[src/rtl/dma_oam_controller_pkg.sv]
// Shared definitions for the OAM sprite DMA controller and the bus decoder.
// The state encodings and default addresses are kept here so both blocks use the same values.
package dma_oam_controller_pkg;

  typedef enum logic [2:0] {
    ST_IDLE  = 3'd0,
    ST_HALT  = 3'd1,
    ST_ALIGN = 3'd2,
    ST_READ  = 3'd3,
    ST_WRITE = 3'd4
  } dma_state_e;

  localparam logic [15:0] OAM_DMA_TRIGGER_ADDR = 16'h4014;
  localparam logic [15:0] OAM_DATA_ADDR        = 16'h2004;
  localparam int          OAM_XFER_LEN         = 256;

endpackage

[src/rtl/dma_oam_controller_parity.sv]
// Rising-edge toggle flip-flop with synchronous reset.
// The DMA controller uses it as its get/put parity reference.
module flipflop_t_rise_1b (
  input  logic clk,
  input  logic srst,
  input  logic t_i,
  output logic q_o
);

  logic q_q;

  always_ff @(posedge clk) begin
    if (srst) begin
      q_q <= 1'b0;
    end else if (t_i) begin
      q_q <= ~q_q;
    end
  end

  assign q_o = q_q;

endmodule

[src/rtl/dma_oam_controller.sv]
// NES OAM sprite DMA sequencer: halts the CPU and copies page $PP00-$PPFF into the PPU OAM data port.
// When idle, the CPU bus passes straight through to the system bus.
module dma_oam_controller
  import dma_oam_controller_pkg::*;
#(
  parameter logic [15:0] TRIGGER_ADDR = OAM_DMA_TRIGGER_ADDR,
  parameter logic [15:0] TARGET_ADDR  = OAM_DATA_ADDR,
  parameter int          XFER_LEN     = OAM_XFER_LEN
) (
  input  logic        clock,
  input  logic        reset,
  input  logic [15:0] cpu_addr,
  input  logic [7:0]  cpu_data_out,
  input  logic        cpu_write,
  input  logic [7:0]  bus_data_in,
  output logic [15:0] bus_addr,
  output logic [7:0]  bus_data_out,
  output logic        bus_write,
  output logic        cpu_rdy,
  output logic        dma_active
);

  localparam logic [7:0] LAST_INDEX = 8'(XFER_LEN - 1);

  dma_state_e state_q, state_d;
  logic [7:0] page_q, page_d;
  logic [7:0] index_q, index_d;
  logic [7:0] data_q, data_d;
  logic       parity_q;

  // Free-running parity: 0 marks a get cycle, 1 a put cycle.
  flipflop_t_rise_1b u_parity (
    .clk  (clock),
    .srst (reset),
    .t_i  (1'b1),
    .q_o  (parity_q)
  );

  always_ff @(posedge clock) begin
    if (reset) begin
      state_q <= ST_IDLE;
      page_q  <= 8'h00;
      index_q <= 8'h00;
      data_q  <= 8'h00;
    end else begin
      state_q <= state_d;
      page_q  <= page_d;
      index_q <= index_d;
      data_q  <= data_d;
    end
  end

  always_comb begin
    state_d      = state_q;
    page_d       = page_q;
    index_d      = index_q;
    data_d       = data_q;
    bus_addr     = cpu_addr;
    bus_data_out = cpu_data_out;
    bus_write    = 1'b0;
    cpu_rdy      = 1'b0;
    dma_active   = 1'b1;

    case (state_q)
      ST_IDLE: begin
        bus_write  = cpu_write;
        cpu_rdy    = 1'b1;
        dma_active = 1'b0;
        if (cpu_write && (cpu_addr == TRIGGER_ADDR)) begin
          page_d  = cpu_data_out;
          index_d = 8'h00;
          state_d = ST_HALT;
        end
      end
      ST_HALT: begin
        // A get-parity halt needs one extra put cycle so every READ lands on a get cycle.
        state_d = parity_q ? ST_READ : ST_ALIGN;
      end
      ST_ALIGN: begin
        state_d = ST_READ;
      end
      ST_READ: begin
        bus_addr = {page_q, index_q};
        data_d   = bus_data_in;
        state_d  = ST_WRITE;
      end
      ST_WRITE: begin
        bus_addr     = TARGET_ADDR;
        bus_data_out = data_q;
        bus_write    = 1'b1;
        index_d      = index_q + 8'd1;
        state_d      = (index_q == LAST_INDEX) ? ST_IDLE : ST_READ;
      end
      default: begin
        state_d = ST_IDLE;
      end
    endcase
  end

  // Reads belong on get cycles and writes on put cycles; anything else means the sequencer slipped.
  assert property (@(posedge clock) disable iff (reset)
    !(((state_q == ST_READ) && parity_q) || ((state_q == ST_WRITE) && !parity_q)));

endmodule

[config.mk]
export PLATFORM = sky130hd
export DESIGN_NAME = dma_oam_controller
export DESIGN_NICKNAME = d
export VERILOG_FILES = /design/src/rtl/dma_oam_controller_pkg.sv /design/src/rtl/dma_oam_controller_parity.sv /design/src/rtl/dma_oam_controller.sv
export SDC_FILE = /design/constraint.sdc
export NUM_CORES = 1
export LEC_CHECK = 0
export ABC_AREA = 0
export CORE_ASPECT_RATIO = 0.8
export CORE_MARGIN = 4
export CORE_UTILIZATION = 35
export DETAILED_ROUTE_END_ITERATION = 16
export PLACE_DENSITY = 0.67
export SLEW_MARGIN = 20
export SYNTH_ARGS = -nofsm -noshare
export SYNTH_HDL_FRONTEND = slang
export SYNTH_HIERARCHICAL = 1
export SYNTH_SLANG_ARGS = --single-unit
export TNS_END_PERCENT = 20
[constraint.sdc]
create_clock -name clock -period 3.15 [get_ports clock]
set_input_delay 0.315 -clock clock [delete_from_list [all_inputs] [get_ports clock]]
set_output_delay 0.315 -clock clock [all_outputs]
set_load 0.05 [all_outputs]
Word level (Yosys, flattened, before mapping):

Cells that the tools add are included.

* logic and storage cells: 30
* flip-flop bits (word level): 28
* input port bits: 35
* output and inout port bits: 27

* muxes and demuxes: 11
* reduce and logical (&&, ||, !) cells: 5
* add/subtract/negate cells: 1
* bitwise gates (word level): 1
* equal/unequal tests: 7

Operators by type and width (number)
* $pmux 16 s2: 1
* $eq 16x15->1 const B: 1
* $mux 8: 2
* $pmux 8 s2: 1
* $pmux 3 s5: 1
* $add 8x1->8 const B: 1
* $eq 8x8->1 const B: 1
* $eq 3x2->1 const B: 2
* $reduce_and 2->1: 2
* $eq 3x1->1 const B: 1
* $eq 3x3->1 const B: 1
* $logic_not 3->1: 1
* $mux 1: 3
* $mux 3: 1
* $mux 2: 1
* $ne 2x2->1 const B: 1
* $pmux 1 s2: 1
* $reduce_bool 2->1: 1
* $logic_and 1x1->1: 1
* $not 1->1: 1

Depth between registers and ports, before layout:

Gate-level depths: netlist (run 1).

* depth in word-level cells: 4
* mapped depth: 7
* gate-level depth less buffers: 5

Modules after synthesis:

Netlist (run 1), hierarchy kept.

Modules (own cells, without submodules)
* dma_oam_controller: area an instance 1542.7 µm², cells each 203, seq. area each 540.5 µm², times used 1
* flipflop_t_rise_1b: area an instance 32.5 µm², cells each 3, seq. area each 20.0 µm², times used 1

Least setup slack after synthesis (run 1):

Ideal clock, no wire load.

* path kind: register to output
* start point: register state_q[2]
* end point: output port bus_addr[0]
* arrival: 1553 ps
* stages on the path, launching flop included: 6
* setup slack: 1282 ps
* required time: 2835 ps
* buffers on the path: 2
* path through: dfxtp_1 > buf_2 > nor2_2 > nor2_1 > clkbuf_1 > a22o_1

* word-level cells in the longest chain between the ends: 2
* elaborated cells between the ends (all ways): 3
* those cells by class: eq/ne: 2; mux: 1

RTL lines
* start: declaration: RTL line dma_oam_controller.sv:25 `dma_state_e state_q, state_d;`
* start signal: assignment: RTL line dma_oam_controller.sv:46 `state_q <= state_d;`
* $eq 3x3->1 / $eq 3x2->1 (equally long branches): RTL line dma_oam_controller.sv:64 `case (state_q)`
* $pmux 16 s2 (*): RTL line dma_oam_controller.sv:64
* end: declaration: RTL line dma_oam_controller.sv:16 `output logic [15:0] bus_addr,`

Mark *: on every way between the ends. The rest lies on a longest branch, timed or not.

Worst setup path in the final report (run 1):

* start point: register state_q[2]
* end point: output port bus_addr[4]

The elaborated chain is that of the path after synthesis.

==> qor.txt, run 1 <==
DRT Pass-1 Iters: 4
Max VDD drop: 0.2909 mV
FF-to-FF Start: state_q[2]
Die H: 68.01 um
Setup Buffers After CTS: 0
syn_nets: 242
Layout Nets: 295
pwr dens: 500.2 nW/um2
CP required: 2.83 ns
vias in the first global route: 1556
Syn Area/Cell: 7.647 um2
RSZ-0062 raised after global routing: false
synthesized area: 1575 um2
Overflow after GRT: 0
Clock Sinks: 28
Routed Antenna Nets: 0
R2R depth: 3
crit path DAT: 2.46 ns
ANT cells: 0
DR WL/cell: 15.38 um
I/O Pins: 62
Post-Synth Simple-Gate Area: 31.61%
Ys Warns: 6
worst slew pin tran: 0.5995 ns
Final Util: 53.26%
DIE AREA: 5645 um2
Initial DRC Count: 141
Final Wtd Congestion: 0.7924
post-synthesis mux area share: 0%
MaxCap Viol Count: 0
Min-Delay Endpoint: data_q[7]
EDFF count, synth: 0
row count: 21
Initial Util: 37.01%
post-DP HPWL: 3575 um
commonest non-fill, non-tap cell in the layout: clkdlybuf4s50_1
Post-Synth Adder-Cell Area: 0.7943%
multi-input logic area: 933.4 um2
Syn-to-layout area delta: 43.92%
hold depth: 2
root buffer cell: clkbuf_8
FFs w/ async S/R, synth: 0%
CTS max path bufs: 2
Final Critical Period: 2.779 ns
vias: 1685
Overall Global Routing Usage: 17.01%
most frequent cells in the layout: clkdlybuf4s50_1, nand2_1, dfxtp_1
I/O Buffers: 61
sequential cell area: 560.5 um2
Core Region: 4257 um2
overall routed net length: 4846 um
Critical Path Fanout Max: 14
TritonCTS buffer count: 3
clock tree from TritonCTS: built
HP Start: data_q[7]
placed insts: 311
global-route wire length before repair: 7707 um
Post-Syn Instances: 206
Power Total: 0.001134 W
worst-skew pair later-pin latency: 0.28 ns
Compound-Gate Fraction of Synth Area: 23.67%
initial antenna violation count: 0
DRC viols: 0
largest family of logic cells by synthesized area: simple AND/OR/NAND/NOR gates
largest net degree at the start of global routing: 29
FILL cells: 452
Yosys reg bits: 28
skew final: 0.003955 ns
Tightest Hold Check Type: flip-flop to flip-flop
Netlist cell types: 42
layout cells sized above 1: 7.752%
CP Capture Type: output port
Final TNS setup: 0 ns
r2r setup slk: 1.41 ns
endpoints failing hold: 0
max frequency: 359.9 MHz
Layout Cells excl Fill: 315
H-tree levels: 1
outcome: finished clean
Avg Vias per Cell: 5.349
CP startpoint kind: flip-flop
part of the cycle the worst path needs: 88.21%
Primary FF master, synth: dfxtp_1
Seq/Total Area, Yosys: 35.58%
Chip Width: 83.01 um
XOR/XNOR share of the synthesized area: 2.780%
RR Endpoint: index_q[7]
final setup fails: 0
Clk pin slew, worst setup/hold paths: 0.10 ns
Lkg Pwr: 0.8663 nW
normalized max-slew margin: 59.99%
Hold Buf Count CTS: 0
max-slew violation count: 0
Setup CP Type: flip-flop to output port
## sequential cells by signal, indices dropped and copies added, names as in the netlist
register / flops
index_q: 8
page_q: 8
data_q: 8
u_parity/q_o: 1
state_q: 3
## stage by stage
step                      setup WS [ns]  hold slack, ns  area (um2)
after floorplan                   1.282          0.3874        1575
after global placement           0.4715          0.4436        2198
after detailed placement         0.4347          0.4470        2198
after CTS                        0.1161          0.4617        2270
after global routing             0.1901          0.4875        2267
final                            0.3713          0.4590        2267
## Yosys cell counts (2+ instances only)
library cell / n / area share (%)
nor3b_1: 2 / 0.95
and3_1: 2 / 0.79
or3_1: 2 / 0.79
nand3_1: 5 / 1.6
clkbuf_1: 9 / 2.1
nor4b_2: 2 / 1.9
a22o_1: 14 / 7.8
dfxtp_1: 28 / 36
o311ai_0: 2 / 1.1
xnor2_1: 2 / 1.1
o21ai_0: 2 / 0.64
nand2_1: 49 / 12
o21ai_1: 8 / 2.5
or2_2: 2 / 0.79
a21oi_1: 22 / 7.0
nor2_1: 8 / 1.9
xor2_1: 3 / 1.7
nor3_1: 3 / 0.95
nand2b_1: 2 / 0.79
nand4_1: 11 / 4.4
o211ai_2: 2 / 1.6
buf_2: 3 / 0.95
and2_1: 3 / 1.2
and4_1: 2 / 1.1
## cell type report
class	instances	area share, %
Sequential cell	28	24.72
Inverter	2	0.5519
Clock buffer	3	1.821
Timing Repair Buffer	63	27.26
Clock inverter	1	1.325
Tap cell	57	3.146
Multi-Input combinational cell	161	41.17
## power by group
| group | internal [W] | switching, W | total, W |
|---|---|---|---|
| clock network | 0.000170 | 0.000117 | 0.000287 |
| logic | 0.000166 | 0.000295 | 0.000461 |
| registers | 0.000366 | 0.0000200 | 0.000386 |
| total | 0.000702 | 0.000432 | 0.00113 |
## layer usage
layer,GRT usage [%],up-vias,wire (um)
met5,0,-,0
met4,6.122,0,87
met3,3.971,6,281
met2,25.70,56,2097
met1,23.75,780,2381
li1,-,843,-
## repair_timing
action	4_1_cts	5_1_grt
gates resized for setup	0	1
hold endpoints to repair	0	0
setup endpoints to repair	0	13
## worst max-delay path, cell delays in order (launching register included)
cell and delay, ns:
dfxtp_1 0.55, nor2_2 0.09, nor2_2 0.50, a22o_1 0.24
clkdlybuf4s50_1 0.80
## logic make-up after synthesis
logic type | after synthesis
simple gates | 98
fa+ha+maj | 1
other cells | 1
flops | 28
compound gates | 56
buf+inv | 17
xor+xnor | 5
## worst max-delay path by stage
stage | start | to | slack, ns | cells after the start
after floorplan | state_q[2] | bus_addr[0] | 1.28 | 5
after global placement | state_q[2] | bus_addr[4] | 0.47 | 4
after detailed placement | state_q[2] | bus_addr[4] | 0.43 | 4
after CTS | state_q[2] | bus_addr[4] | 0.12 | 4
after global routing | state_q[2] | bus_addr[15] | 0.19 | 4
final | state_q[2] | bus_addr[4] | 0.37 | 4
No activity file was read; power rests on OpenSTA's default activity.
==> run 2, diff against run 1 <==
--- a/config.mk
+++ b/config.mk
@@ -8,9 +8,9 @@
 export ABC_AREA = 0
 export CORE_ASPECT_RATIO = 0.8
 export CORE_MARGIN = 4
-export CORE_UTILIZATION = 35
+export CORE_UTILIZATION = 34
 export DETAILED_ROUTE_END_ITERATION = 16
-export PLACE_DENSITY = 0.67
+export PLACE_DENSITY = 0.65
 export SLEW_MARGIN = 20
 export SYNTH_ARGS = -nofsm -noshare
 export SYNTH_HDL_FRONTEND = slang
==> run 2 against run 1 <==
  * Global-route usage is 0.22 points lower
  * Hold slack better by 0.0024 ns
  * Combinational power hardly changed
  * Clock-buffer cell count stayed put
  * Cell count unchanged
  * Wire length is 0.95% higher
  * Register-to-register slack got worse by 0.02 ns
  * Largest power group unchanged
  * Critical path type unchanged
  * Sequential power about the same
  * Clock power barely moved
  * Non-clock buffer count did not move
==> qor.txt, run 2 (same netlist as run 1, synthesis figures left out) <==
Initial DRC Count: 110
RSZ-0062 raised after global routing: false
DRC viols: 0
vias: 1661
Routed Antenna Nets: 0
Clk pin slew, worst setup/hold paths: 0.10 ns
Tightest Hold Check Type: flip-flop to flip-flop
layout cells sized above 1: 6.977%
CTS max path bufs: 2
Die H: 68.88 um
pwr dens: 498.0 nW/um2
skew final: 0.002091 ns
DR WL/cell: 15.53 um
part of the cycle the worst path needs: 88.70%
initial antenna violation count: 0
Final Util: 52.47%
pre-CTS setup slack: 0.3527 ns
global-route wire length before repair: 7769 um
final setup fails: 0
Setup CP Type: flip-flop to output port
max-slew violation count: 0
overall routed net length: 4892 um
CP startpoint kind: flip-flop
H-tree levels: 1
Chip Width: 84.10 um
Final TNS setup: 0 ns
DIE AREA: 5793 um2
crit path DAT: 2.48 ns
ANT cells: 0
Layout Cells excl Fill: 315
commonest non-fill, non-tap cell in the layout: clkdlybuf4s50_1
FILL cells: 438
vias in the first global route: 1564
Initial Util: 36.33%
Power Total: 0.001133 W
placed insts: 311
worst-skew pair later-pin latency: 0.28 ns
Max VDD drop: 0.3377 mV
outcome: finished clean
Hold Buf Count CTS: 0
multi-input logic area: 933.4 um2
Critical Path Fanout Max: 14
clock tree from TritonCTS: built
Worst Slack Setup Final: 0.3559 ns
Final Wtd Congestion: 0.7322
Clock Sinks: 28
Overflow after GRT: 0
CP required: 2.83 ns
row count: 21
I/O Pins: 62
MaxCap Viol Count: 0
Final Critical Period: 2.794 ns
worst slew pin tran: 1.046 ns
most frequent cells in the layout: clkdlybuf4s50_1, nand2_1, dfxtp_1
Syn-to-layout area delta: 44.40%
Setup Buffers After CTS: 0
I/O Buffers: 61
root buffer cell: clkbuf_8
Lkg Pwr: 0.8653 nW
Layout Nets: 295
Overall Global Routing Usage: 16.79%
post-DP HPWL: 3612 um
Core Region: 4335 um2
TritonCTS buffer count: 3
normalized max-slew margin: 30.04%
Avg Vias per Cell: 5.273
largest net degree at the start of global routing: 29
max frequency: 357.9 MHz
CP Capture Type: output port
DRT Pass-1 Iters: 6
sequential cell area: 560.5 um2
Top Registers: data_q: 8 flops, index_q: 8 flops, page_q: 8 flops
endpoints failing hold: 0
run 2: cell types whose count changed in the layout (fill, tap and decap cells not counted):
cell             before  now
buf_2                 1    0
buf_4                 3    2
clkdlybuf4s50_1      59   61
run 2: metrics by stage:
stage / instance area [um2] / hold WS (ns)
2_1_floorplan: 1575 / 0.3874
3_3_place_gp: 2201 / 0.4435
3_5_place_dp: 2201 / 0.4470
4_1_cts: 2272 / 0.4616
5_1_grt: 2275 / 0.4715
6_report: 2275 / 0.4614
run 2: worst max-delay path: stages, from the launching register on:
cell             delay (ns)
dfxtp_1                0.54
nor2_2                 0.09
nor2_2                 0.52
a22o_1                 0.24
clkdlybuf4s50_1        0.80
run 2: path summary, 6_finish.rpt:
kind                                 start     endpoint  slack (ns)  cells after the start
worst max register to register  state_q[0]   index_q[7]        1.39                      4
worst max-delay path            state_q[2]  bus_addr[6]        0.36                      4
worst min-delay path             data_q[4]    data_q[4]        0.46                      2
worst min register to register   data_q[4]    data_q[4]        0.46                      2
run 2: area by class of cell:
| cell class | count | area share, % |
|---|---|---|
| sequential | 28 | 24.64 |
| clock buffer | 3 | 1.815 |
| timing repair buffer | 63 | 27.50 |
| inverter | 2 | 0.5501 |
| tap | 57 | 3.135 |
| clock inverter | 1 | 1.320 |
| multi-input combinational | 161 | 41.03 |
run 2: routing by layer:
layer,vias to the layer above,track usage (%),routed length [um]
met5,-,0,0
met4,0,4.016,75
met3,6,3.800,234
met2,43,26.67,2192
met1,765,23.30,2389
li1,847,-,-
run 2: report_power, final:
part           switching, W  total, W  internal, W
sequential        0.0000197  0.000386     0.000366
clock              0.000116  0.000287     0.000170
combinational      0.000294  0.000460     0.000167
total              0.000430   0.00113     0.000703
run 2: repair_timing:
| action | 4_1_cts | 5_1_grt |
|---|---|---|
| resized for setup | 0 | 1 |
| hold endpoints to repair | 0 | 0 |
| setup endpoints to repair | 0 | 14 |
